### config.mk
export PLATFORM = sky130hd
export DESIGN_NAME = apb_master_gen
export DESIGN_NICKNAME = d
export VERILOG_FILES = /design/src/rtl/apb_master_gen.sv
export SDC_FILE = /design/constraint.sdc
export NUM_CORES = 1
export LEC_CHECK = 0
export CAP_MARGIN = 20
export CORE_AREA = 2 2 123 125
export CTS_CLUSTER_DIAMETER = 100
export DETAILED_ROUTE_END_ITERATION = 8
export DIE_AREA = 0 0 125 127
export DONT_BUFFER_PORTS = 1
export GPL_ROUTABILITY_DRIVEN = 0
export PLACE_DENSITY = 0.5
export SLEW_MARGIN = 5
export SYNTH_ARGS = -nofsm -noshare
export SYNTH_HDL_FRONTEND = slang
export SYNTH_SLANG_ARGS = --single-unit
### constraint.sdc
create_clock -name pclk_m -period 1.8 [get_ports pclk_m]
set_input_delay 0.27 -clock pclk_m [delete_from_list [all_inputs] [get_ports pclk_m]]
set_output_delay 0.27 -clock pclk_m [all_outputs]
set_load 0.01 [all_outputs]
### src/rtl/apb_master_gen.sv
// APB master: turns a valid/ready request into one APB transfer and a one-cycle response.
// Ports: pclk_m/prst_m; req_* request in; rsp_* response out; p*_m APB bus (slave k uses slice k).
module apb_master_gen #(
   parameter int ADDR_W  = 32,
   parameter int DATA_W  = 32,
   parameter int NUM_SLV = 4,
   parameter int SLV_LSB = 12,
   parameter int TMO     = 16
) (
   input  logic                      pclk_m,
   input  logic                      prst_m,
   input  logic                      req_valid_i,
   output logic                      req_ready_o,
   input  logic                      req_write_i,
   input  logic [ADDR_W-1:0]         req_addr_i,
   input  logic [DATA_W-1:0]         req_wdata_i,
   input  logic [DATA_W/8-1:0]       req_strb_i,
   output logic                      rsp_valid_o,
   output logic [DATA_W-1:0]         rsp_rdata_o,
   output logic                      rsp_err_o,
   output logic [NUM_SLV-1:0]        psel_m,
   output logic                      penable_m,
   output logic                      pwrite_m,
   output logic [ADDR_W-1:0]         paddress_m,
   output logic [DATA_W-1:0]         pwdata_m,
   output logic [DATA_W/8-1:0]       pstrb_m,
   input  logic [NUM_SLV*DATA_W-1:0] prdata_m,
   input  logic [NUM_SLV-1:0]        pready_m,
   input  logic [NUM_SLV-1:0]        pslverr_m
);

   localparam int STRB_W = DATA_W / 8;
   localparam int IDX_W  = (NUM_SLV > 1) ? $clog2(NUM_SLV) : 1;
   localparam int CNT_W  = $clog2(TMO);
   localparam logic [CNT_W-1:0] CNT_MAX = CNT_W'(TMO - 1);

   typedef enum logic [1:0] {IDLE, SETUP, ACCESS, RESP} state_t;

   state_t              state_q, state_d;
   logic                ready_q, ready_d;
   logic                write_q, write_d;
   logic [ADDR_W-1:0]   addr_q, addr_d;
   logic [DATA_W-1:0]   wdata_q, wdata_d;
   logic [STRB_W-1:0]   strb_q, strb_d;
   logic [IDX_W-1:0]    idx_q, idx_d;
   logic [CNT_W-1:0]    cnt_q, cnt_d;
   logic [DATA_W-1:0]   rdata_q, rdata_d;
   logic                err_q, err_d;

   logic [IDX_W-1:0]    req_idx;
   logic                req_idx_ok;
   logic                hs;
   logic [DATA_W-1:0]   sel_rdata;
   logic                sel_ready;
   logic                sel_err;

   // Ready is registered so it only rises on the first edge after reset release.
   assign hs = req_valid_i & ready_q;

   always_comb begin
      req_idx = '0;
      if (NUM_SLV > 1) req_idx = req_addr_i[SLV_LSB +: IDX_W];
   end

   assign req_idx_ok = int'(req_idx) < NUM_SLV;

   // Only the selected slave's return signals are looked at.
   always_comb begin
      sel_rdata = '0;
      sel_ready = 1'b0;
      sel_err   = 1'b0;
      for (int k = 0; k < NUM_SLV; k++) begin
         if (int'(idx_q) == k) begin
            sel_rdata = prdata_m[k*DATA_W +: DATA_W];
            sel_ready = pready_m[k];
            sel_err   = pslverr_m[k];
         end
      end
   end

   always_comb begin
      state_d = state_q;
      write_d = write_q;
      addr_d  = addr_q;
      wdata_d = wdata_q;
      strb_d  = strb_q;
      idx_d   = idx_q;
      cnt_d   = cnt_q;
      rdata_d = rdata_q;
      err_d   = err_q;
      unique case (state_q)
         IDLE: begin
            if (hs) begin
               write_d = req_write_i;
               addr_d  = req_addr_i;
               wdata_d = req_wdata_i;
               strb_d  = req_write_i ? req_strb_i : '0;
               idx_d   = req_idx;
               cnt_d   = '0;
               if (req_idx_ok) begin
                  state_d = SETUP;
               end else begin
                  state_d = RESP;
                  rdata_d = '0;
                  err_d   = 1'b1;
               end
            end
         end
         SETUP: begin
            state_d = ACCESS;
         end
         ACCESS: begin
            if (sel_ready) begin
               state_d = RESP;
               rdata_d = write_q ? '0 : sel_rdata;
               err_d   = sel_err;
            end else if (cnt_q == CNT_MAX) begin
               state_d = RESP;
               rdata_d = '0;
               err_d   = 1'b1;
            end else begin
               cnt_d = cnt_q + 1'b1;
            end
         end
         RESP: begin
            state_d = IDLE;
         end
         default: state_d = IDLE;
      endcase
      ready_d = (state_d == IDLE);
   end

   always_ff @(posedge pclk_m or negedge prst_m) begin
      if (!prst_m) begin
         state_q <= IDLE;
         ready_q <= 1'b0;
         write_q <= 1'b0;
         addr_q  <= '0;
         wdata_q <= '0;
         strb_q  <= '0;
         idx_q   <= '0;
         cnt_q   <= '0;
         rdata_q <= '0;
         err_q   <= 1'b0;
      end else begin
         state_q <= state_d;
         ready_q <= ready_d;
         write_q <= write_d;
         addr_q  <= addr_d;
         wdata_q <= wdata_d;
         strb_q  <= strb_d;
         idx_q   <= idx_d;
         cnt_q   <= cnt_d;
         rdata_q <= rdata_d;
         err_q   <= err_d;
      end
   end

   // Bus strobes decode straight from the state flop so reset drops them at once.
   assign psel_m      = (state_q == SETUP || state_q == ACCESS)
                        ? (NUM_SLV'(1) << idx_q) : '0;
   assign penable_m   = (state_q == ACCESS);
   assign pwrite_m    = write_q;
   assign paddress_m  = addr_q;
   assign pwdata_m    = wdata_q;
   assign pstrb_m     = strb_q;
   assign req_ready_o = ready_q;
   assign rsp_valid_o = (state_q == RESP);
   assign rsp_rdata_o = rdata_q;
   assign rsp_err_o   = err_q;

endmodule

==> metrics.txt <==
status=finished, violations left; failing checks=hold timing; Syn Nets=538; routed wire length=12300 µm; Seq/Total Area, Yosys=0.539; Die X=roughly 130 µm; Startpoint Class=flip-flop; final hold viol count=between 100 and 150; clock skew=approximately 0.008 ns; R2R Setup Slk=0.10 ns; final core utilization=0.395; Synth Flop Type=dfrtp_1; Site Rows=44; hold slack final=-0.379 ns; DR iter-0 viols=87; Async SR Flop Fraction=1.00; Finish-stage setup viols=0; H-tree Lvls=3; Reg2Reg Capture Point=rsp_rdata_o[11]; Max Root-Sink Buffers=2; Tightest Pin Transition=0.458 ns; Final min period=1.70 ns; HP Class=input port to async pin; synth cell count leaders=109 x dfrtp_1, 35 x mux2_2, 32 x a22o_1; Post-synth EDFFs=0; largest net degree at the start of global routing=110; reg2reg path depth=7; via count=2898; initial antenna violation count=0; I/O pins=317; Synth top area share=0.539; Worst VDD drop=0.576 mV; initial core utilization=0.351; most frequent cell after synthesis=dfrtp_1; Area Overhead vs Synth=12.5%; Worst EP required=2.08 ns; synthesized flop and latch total=109; slowest cell on the critical path=dfrtp_1; f_max=589 MHz; Yosys cell types=38; Syn Std Cell Area=5060 µm²; worst skew pair latency=0.34 ns; Slew HR=0.695; Clk Tree Root Cell=clkbuf_16; Worst path max stage delay=~0.40 ns; Synth area leader=dfrtp_1; Critical Path AT=1.98 ns; syn_area_per_cell=between 15 and 20 µm²; DRC Markers=0; Die Y=127 µm; core area=14400 µm²; die area=15900 µm²; Pwr per Cell Area=between 1500 and 2000 nW/µm²; Worst R2R Start=state_q[0]; Synth Instances=325; GRT Total Usage=0.148; drt pass-1 iters=4; YS warnings=0; remaining global-route overflow=0; RSZ-0062 raised after global routing=yes; clock slew at reported path FFs=0.07 ns; Area after DPL=5300 µm²; # clock sinks=109; ANT nets after route=0; Vias per Instance=5.64; Crit. End Element=flip-flop; vias in the first global route=3097; dpl hpwl=9180 µm; ANT cells=0; layout cells sized above 1=0.300; Final Non-Filler Cells=514; crit path to=rsp_rdata_o[11]; Setup WS post-layout=0.101 ns; Pleak=2.41 nW; CTS buffer count=9; wire per inst=between 20 and 25 µm; max_cap viols=0; CTS tree=built; Nets=540; worst-path cell chain=inv_2 > ha_2 > nand2b_1 > o22a_2 > nor2_4 > buf_12 > a22o_1; count of input and output buffers=0; worst-path fanout max=16; pre-CTS setup slack=0.0896 ns; cells taking the most area after synthesis=dfrtp_1 54%, mux4_2 11%, mux2_2 7.8%; period utilization=0.944; crit path kind=flip-flop to flip-flop; crit path launch=state_q[0]; placed cells=495; first-pass GRT wire length=18000 µm; Slew Viols, Final=0; Design Area, Final=~5700 µm²
-- metrics by stage --
stage | power [mW] | setup TNS (ns)
floorplan | 7.83 | 0
global placement | 8.61 | 0
detailed placement | 8.74 | 0
CTS | 10.9 | 0
global route | 11.6 | -0.0150
finish | 10.9 | 0
-- cells in the final DEF, fill, tap and decap left out, types with 2 or more instances in the layout --
cell / n
mux2i_1: 3
ha_1: 3
clkbuf_16: 10
o21ai_0: 6
bufinv_16: 2
dfrtp_2: 2
ha_2: 2
a22o_1: 32
nand2b_1: 2
nand3_1: 2
buf_4: 7
nor2_1: 4
dfrtp_1: 107
mux2_1: 30
o32ai_1: 2
buf_12: 6
o22ai_1: 2
mux2_2: 35
mux4_1: 9
mux4_2: 24
nand2_1: 12
nor4_1: 2
inv_1: 4
-- logic make-up (layout without fill, tap and decap cells) --
family	after synthesis	count (layout)	synth area share
flip-flops	109	109	0.539
adder cells (fa/ha/maj)	5	5	0.0124
buffers and inverters	29	34	0.0361
AND/OR/NAND/NOR	33	33	0.0324
AO/OA/AOI/OAI	48	48	0.0761
multiplexers	101	101	0.304
-- worst min-delay path by stage --
stage / startpoint / slack, ns / cells past startpoint / endpoint
global placement: prst_m / -0.02 / 0 / paddress_m[17]
detailed placement: prst_m / -0.02 / 0 / paddress_m[18]
global route: prst_m / -0.41 / 0 / pstrb_m[2]
CTS: prst_m / -0.40 / 0 / paddress_m[15]
finish: prst_m / -0.38 / 0 / pwdata_m[31]
floorplan: prst_m / -0.03 / 0 / cnt_q[0]
-- power breakdown --
group          leakage (nW)  internal, mW  switching, mW
combinational         0.919          2.15           1.63
sequential             1.34          3.62           1.40
clock                 0.154          1.24          0.841
-- routing by layer --
| metal | routed length (µm) | track usage |
|---|---|---|
| met1 | 4160 | 0.161 |
| met2 | 6770 | 0.267 |
| met3 | 1090 | 0.0503 |
| met4 | 257 | 0.0536 |
| met5 | 0 | 0 |
-- area by class of cell --
type                    count  area, µm²
inverters                   5       18.8
clock buffers              10        239
multi-input cells         187       2190
repair buffers             15        209
flip-flops and latches    109       2730
fillers                  1319       8730
clock inverters             4       73.8
well taps                 184        230
-- repair_timing --
action | CTS | global route
buffers inserted | 0 | 3
hold endpoints to repair | 109 | 109
setup endpoints to repair | 1 | 41
gates cloned | 0 | 2
gates resized for setup | 1 | 8
pin swaps | 0 | 2
-- worst max-delay path: cells and delay by family, from the launching register on --
family | cells | cell delay (ns)
buffers and inverters | 2 | 0.27
DFF | 1 | 0.40
and+or+nand+nor | 2 | 0.31
adders and majority gates | 1 | 0.21
AOI/OAI and AO/OA | 2 | 0.43
-- sequential cells by signal (all words and copies together), names as in the netlist --
name         count
paddress_m      32
pwdata_m        32
rsp_rdata_o     32
cnt_q            4
pstrb_m          4
state_q          2
pwrite_m         1
req_ready_o      1
rsp_err_o        1
(Power assumes the default switching activity.)
